===== config.mk =====
export PLATFORM = sky130hd
export DESIGN_NAME = full_adder
export DESIGN_NICKNAME = d
export VERILOG_FILES = /design/src/rtl/full_adder.sv
export SDC_FILE = /design/constraint.sdc
export NUM_CORES = 1
export LEC_CHECK = 0
export CAP_MARGIN = 20
export CORE_AREA = 5 5 42 44
export DETAILED_ROUTE_END_ITERATION = 8
export DIE_AREA = 0 0 47 49
export GPL_TIMING_DRIVEN = 0
export SLEW_MARGIN = 10
export SYNTH_ARGS = -nofsm -noshare
export SYNTH_HDL_FRONTEND = slang
export SYNTH_SLANG_ARGS = --single-unit
export TNS_END_PERCENT = 5

===== constraint.sdc =====
create_clock -name clk -period 1.7 [get_ports clk]
set_input_delay 0.17 -clock clk [delete_from_list [all_inputs] [get_ports clk]]
set_output_delay 0.17 -clock clk [all_outputs]
set_load 0.05 [all_outputs]

===== src/rtl/full_adder.sv =====
// full_adder: ripple-carry adder built from 1-bit full-adder cells, with a
// zero-latency combinational result and a one-cycle registered result.
//
// Parameters
//   WIDTH      operand and sum width in bits (1..64)
//   SIGNED_OVF 1 enables the registered signed-overflow flag, 0 ties it low
//
// Ports
//   clk       rising-edge clock for the registered path
//   rst       asynchronous, active-high reset of the registered path
//   a, b      operands
//   cin       carry in
//   in_valid  qualifies a/b/cin for capture
//   sum       combinational (a + b + cin) mod 2^WIDTH
//   carry     combinational carry out of the MSB
//   sum_q     registered sum
//   carry_q   registered carry
//   ovf_q     registered signed overflow
//   out_valid high for one cycle per captured operation
module full_adder #(
    parameter int unsigned WIDTH      = 1,
    parameter bit          SIGNED_OVF = 1'b1
) (
    input  logic             clk,
    input  logic             rst,
    input  logic [WIDTH-1:0] a,
    input  logic [WIDTH-1:0] b,
    input  logic             cin,
    input  logic             in_valid,
    output logic [WIDTH-1:0] sum,
    output logic             carry,
    output logic [WIDTH-1:0] sum_q,
    output logic             carry_q,
    output logic             ovf_q,
    output logic             out_valid
);

    // c[i] is the carry into bit i; c[0] = cin, c[WIDTH] = carry out.
    logic [WIDTH:0]   c;
    logic [WIDTH-1:0] s;
    logic             ovf;

    // Ripple chain: one full-adder cell per bit.
    always_comb begin
        c    = '0;
        s    = '0;
        c[0] = cin;
        for (int i = 0; i < int'(WIDTH); i++) begin
            s[i]     = a[i] ^ b[i] ^ c[i];
            c[i + 1] = (a[i] & b[i]) | (a[i] & c[i]) | (b[i] & c[i]);
        end
    end

    assign sum   = s;
    assign carry = c[WIDTH];

    // Signed overflow: carry into the MSB differs from carry out of it.
    assign ovf = (c[WIDTH] ^ c[WIDTH-1]) & SIGNED_OVF;

    // Registered path
    logic [WIDTH-1:0] sum_d;
    logic             carry_d;
    logic             ovf_d;
    logic             out_valid_d;
    logic             out_valid_q;
    logic [WIDTH-1:0] sum_r_q;
    logic             carry_r_q;
    logic             ovf_r_q;

    // Results hold when nothing is captured; only the valid flag drops.
    always_comb begin
        sum_d       = sum_r_q;
        carry_d     = carry_r_q;
        ovf_d       = ovf_r_q;
        out_valid_d = in_valid;
        if (in_valid) begin
            sum_d   = s;
            carry_d = c[WIDTH];
            ovf_d   = ovf;
        end
    end

    always_ff @(posedge clk or posedge rst) begin
        if (rst) begin
            sum_r_q     <= '0;
            carry_r_q   <= 1'b0;
            ovf_r_q     <= 1'b0;
            out_valid_q <= 1'b0;
        end else begin
            sum_r_q     <= sum_d;
            carry_r_q   <= carry_d;
            ovf_r_q     <= ovf_d;
            out_valid_q <= out_valid_d;
        end
    end

    assign sum_q     = sum_r_q;
    assign carry_q   = carry_r_q;
    assign ovf_q     = ovf_r_q;
    assign out_valid = out_valid_q;

endmodule


==> flow_metrics.py, run 1 <==
metrics = {
    "synthesis": {
        "synth_edf_count": 0,
        "ys_ff_latch": 4,
        "synth.net_count": 18,
        "syn_area_per_cell_um2": 14.9,
        "ys.flop_type": "dfrtp_1",
        "async_flop_share_pct": 100,
        "syn_area_um2": 164,
        "synth_commonest_cells": "dfrtp_1, mux2_2",
        "synth.distinct_cells": 7,
        "synth_top_area_cell": "dfrtp_1",
        "yosysWarnings": 0,
        "synth_cells": 11,
        "yosysMostFrequentCell": "dfrtp_1",
        "yosysSeqAreaShare_pct": 61.1,
        "synth_top_cells_by_area": "dfrtp_1, mux2_2, fa_1",
        "yosys.area.top_type_share_pct": 61.1,
    },
    "sta": {
        "post-route-period-util_pct": 95.5,
        "finalMaxSlewViolations": 0,
        "worstMarginPinSlew_ps": 496,
        "setup_viol": 0,
        "fin_crit_ps": 1620,
        "fin_tns_setup_ps": 0,
        "hold_viol": 0,
        "relSlewSlack_pct": 66.8,
        "skew_ps": 0,
        "fmaxAchievable_mhz": 616,
        "rsz0062_at_grt": "false",
    },
    "pwr": {
        "finalPower_mw": 0.361,
        "p_per_area_nw_per_um2": 1180,
        "p_leak_nw": 0.129,
        "ir_drop_uv": 284,
    },
    "final_layout": {
        "antennaDiodeCount": 0,
        "layout.nets": 34,
        "stdcell_count": 41,
        "syn_to_final_growth_pct": 87.0,
        "final_layout_size_suffix_gt1_share_pct": 28.0,
    },
    "global_routing": {
        "grt_pass1_vias": 142,
        "grt_usage_pct": 4.95,
        "grt_pass1_wl_um": 717,
        "antenna_found_initial": 0,
        "grt_start_max_net_pins": 6,
        "overflow": 0,
    },
    "setup_path": {
        "r2r_cells": 1,
        "worstPathArrival_ps": 1450,
        "critPathCaptureType": "primary output",
        "criticalPathCategory": "input port to primary output",
        "critPathMaxFanout": 2,
        "worst_ep_required_time_ps": 1530,
        "cp-start-kind": "input port",
    },
    "clock_network": {
        "cts_root_buf": "clkbuf_4",
        "post-cts-setup-buffers": 0,
        "cts_sinks": 4,
        "cts_tree": "built",
        "numCtsBuffers": 3,
        "cts_buffer_depth": 2,
        "htreeDepth": 1,
        "cts_resized": 6,
        "holdBufCountCts": 0,
        "clk-insertion-delay-late_ps": 230,
        "clkTransAtPathRegs_ps": 40,
    },
    "die": {
        "die_w_um": 47,
        "coreArea_um2": 1400,
        "start_util_pct": 11.7,
        "fp-row-count": 14,
        "dieHeight_um": 49,
        "die-area_um2": 2300,
        "top_level_ports": 12,
    },
    "placement": {
        "gp_congestion": 0.693,
        "portBuffers": 11,
        "dp_cells": 38,
    },
    "detailed_routing": {
        "dr_total_vias": 137,
        "antenna_left": 0,
        "wl_per_cell_um": 9.76,
        "wl_um": 400,
        "vias_per_cell": 3.34,
        "drt_iter0_markers": 0,
        "firstDrtPassIters": 1,
        "drc": 0,
    },
    "status": {
        "status": "complete, no violations",
    },
    "hold_path": {
        "hold_path.class": "input port to async pin",
    },
    "job": {
        "drv_cap": 0,
    },
}
==> worst paths after layout <==
path	slack, ps	to	start
max in group asynchronous	1420	carry_q$_DFFE_PP0P_	rst
min in group clk	510	sum_q$_DFFE_PP0P_	sum_q$_DFFE_PP0P_
setup / recovery	80	sum	a
hold reg to reg	510	sum_q$_DFFE_PP0P_	sum_q$_DFFE_PP0P_
setup reg to reg	960	carry_q$_DFFE_PP0P_	carry_q$_DFFE_PP0P_
hold / removal	130	out_valid$_DFF_PP0_	rst
==> cell type report <==
class / instances / area (µm²)
inverters: 1 / 3.75
clock buffers: 3 / 22.5
flip-flops and latches: 4 / 100
well taps: 16 / 20.0
fillers: 160 / 1090
repair buffers: 11 / 100
multi-input cells: 6 / 60.1
==> worst max-delay path, cell delays in order <==
cell and delay (ps):
clkdlybuf4s50_1 450, fa_1 570, buf_2 270
==> cells by family (layout without fill, tap and decap cells) <==
kind of cell,after synthesis,in the layout,synth area share (%)
and+or+nand+nor,1,1,2.29
xor gates and xnor gates,1,1,5.34
adders and majority gates,1,1,12.2
buffers and inverters,1,15,2.29
AOI/OAI and AO/OA,1,1,3.05
DFF,4,4,61.1
muxes,2,2,13.7
==> per-stage QoR <==
step / hold slack, ps / utilization, % / setup WS (ps) / cell area, µm²
6_report: 126 / 21.9 / 76.4 / 307
5_1_grt: 131 / 21.9 / 17.5 / 307
4_1_cts: 125 / 22.1 / -27.2 / 310
3_5_place_dp: 375 / 21.0 / -473 / 294
3_3_place_gp: 368 / 21.0 / -481 / 294
2_1_floorplan: -63.9 / - / 352 / 164
==> power breakdown <==
part           total, mW  switching, mW  internal [mW]
Combinational      0.131         0.0846         0.0463
Sequential         0.114        0.00612          0.108
Clock              0.116         0.0373         0.0789
Total              0.361          0.128          0.233
==> state kept, by name (all words and copies together) (netlist names) <==
signal and cells:
ovf_q 1, out_valid 1, sum_q 1, carry_q 1
==> routing by layer <==
metal  up-vias  global-route usage, %  wire (µm)
met1        58                   6.68        198
met4         0                   2.76          0
met3         0                   5.90        103
li1         65                      -          -
met2        14                   4.07         97
met5         -                      0          0
==> layout by cell type, fill, tap and decap left out <==
cell             instances
buf_2                    1
nor2_1                   1
inv_1                    1
mux2_2                   2
fa_1                     1
clkbuf_2                 1
dfrtp_1                  4
clkbuf_4                 3
a21oi_1                  1
clkdlybuf4s50_1          9
xnor2_1                  1
No activity file was read; power rests on OpenSTA's default activity.
==> run 2, diff against run 1 <==
==> constraint.sdc (replaced) <==
create_clock -name clk -period 1.7 [get_ports clk]
set_input_delay 0.17 -clock clk [delete_from_list [all_inputs] [get_ports clk]]
set_output_delay 0.17 -clock clk [all_outputs]
set_load 0.005 [all_outputs]
==> flow_metrics.py, run 2 (synthesis gave the netlist of run 1 again) <==
metrics = {
    "sta": {
        "hold_viol": 0,
        "fmaxAchievable_mhz": 624,
        "fin_ws_ps": 97.9,
        "finalHoldWorstSlack_ps": 124,
        "fin_crit_ps": 1600,
        "relSlewSlack_pct": 86.6,
        "post-route-period-util_pct": 94.2,
        "skew_ps": 0,
        "worstMarginPinSlew_ps": 201,
        "finalMaxSlewViolations": 0,
        "rsz0062_at_grt": "false",
        "setup_viol": 0,
    },
    "setup_path": {
        "path_cells": "clkdlybuf4s50_1, fa_2, dlygate4sd2_1",
        "r2r_cells": 1,
        "critPathCaptureType": "primary output",
        "max_stage_delay_ps": 580,
        "worstPathArrival_ps": 1430,
        "cp-start-kind": "input port",
        "criticalPathCategory": "input port to primary output",
        "critPathMaxFanout": 2,
        "cpMaxStageDelayCell": "fa_2",
        "worst_ep_required_time_ps": 1530,
    },
    "detailed_routing": {
        "firstDrtPassIters": 1,
        "dr_total_vias": 136,
        "drc": 0,
        "wl_per_cell_um": 9.66,
        "wl_um": 396,
        "antenna_left": 0,
        "drt_iter0_markers": 0,
        "vias_per_cell": 3.32,
    },
    "die": {
        "start_util_pct": 11.7,
        "fp-row-count": 14,
        "dieHeight_um": 49,
        "die_w_um": 47,
        "coreArea_um2": 1400,
        "die-area_um2": 2300,
        "top_level_ports": 12,
    },
    "global_routing": {
        "overflow": 0,
        "antenna_found_initial": 0,
        "grt_pass1_wl_um": 703,
        "grt_usage_pct": 4.88,
        "grt_start_max_net_pins": 6,
        "grt_pass1_vias": 145,
    },
    "clock_network": {
        "cts_sinks": 4,
        "holdBufCountCts": 0,
        "htreeDepth": 1,
        "cts_tree": "built",
        "clkTransAtPathRegs_ps": 40,
        "cts_buffer_depth": 2,
        "post-cts-setup-buffers": 0,
        "clk-insertion-delay-late_ps": 230,
        "numCtsBuffers": 3,
        "cts_root_buf": "clkbuf_4",
    },
    "placement": {
        "dp_cells": 38,
        "portBuffers": 11,
        "pre_cts_slack_ps": -171,
        "gp_congestion": 0.693,
    },
    "pwr": {
        "p_per_area_nw_per_um2": 940,
        "p_leak_nw": 0.139,
        "ir_drop_uv": 268,
    },
    "hold_path": {
        "hold_path.class": "input port to async pin",
    },
    "final_layout": {
        "stdcell_count": 41,
        "antennaDiodeCount": 0,
        "mostFrequentLayoutCell": "clkdlybuf4s50_1",
        "layout.nets": 34,
        "final_layout_size_suffix_gt1_share_pct": 24.0,
        "final_cell_mix": "clkdlybuf4s50_1, dfrtp_1, clkbuf_4",
        "syn_to_final_growth_pct": 95.4,
    },
    "job": {
        "drv_cap": 0,
    },
    "status": {
        "status": "complete, no violations",
    },
}
==> run 2: timing repair <==
| item | CTS | global route |
|---|---|---|
| pin swaps | 0 | 1 |
| cloned | 0 | 0 |
| gates resized for setup | 2 | 1 |
| endpoints found under the setup margin | 2 | 1 |
==> run 2: layout make-up <==
cell class	count	area [µm²]
fillers	158	1080
inverters	1	3.75
multi-input cells	6	62.6
well taps	16	20.0
flip-flops and latches	4	100
repair buffers	11	111
clock buffers	3	22.5
==> run 2: worst paths after layout <==
kind	start	to	slack (ps)
max	b	sum	100
min	rst	out_valid$_DFF_PP0_	120
max reg2reg	carry_q$_DFFE_PP0P_	carry_q$_DFFE_PP0P_	960
min reg2reg	sum_q$_DFFE_PP0P_	sum_q$_DFFE_PP0P_	510
max in group asynchronous	rst	ovf_q$_DFFE_PP0P_	1420
min in group clk	sum_q$_DFFE_PP0P_	sum_q$_DFFE_PP0P_	510
==> run 2: routing by layer <==
metal | up-vias | wire length (µm) | track usage (%)
li1 | 64 | - | -
met1 | 58 | 197 | 6.46
met2 | 14 | 102 | 4.07
met3 | 0 | 95 | 5.90
met4 | 0 | 0 | 2.76
met5 | - | 0 | 0
==> run 2: critical path: cells and delay by family <==
kind | cells | cell delay, ps
buffers and inverters | 2 | 680
adder cells (fa/ha/maj) | 1 | 580
==> run 2: report_power, final <==
part / switching [mW] / leakage (nW) / internal (mW) / total, mW
sequential: 0.00621 / 0.0462 / 0.108 / 0.114
combinational: 0.0219 / 0.0787 / 0.0489 / 0.0708
clock: 0.0372 / 0.0138 / 0.0789 / 0.116
==> run 2: metrics by stage <==
step                      utilization, %  TNS, ps  total power, mW  cell area, µm²
after global placement              21.0     -231            0.190             294
after detailed placement            21.0     -211            0.191             294
after CTS                           22.7        0            0.311             318
after floorplan                        -        0            0.137             164
final                               22.9        0            0.301             320
after global routing                22.9        0            0.329             320
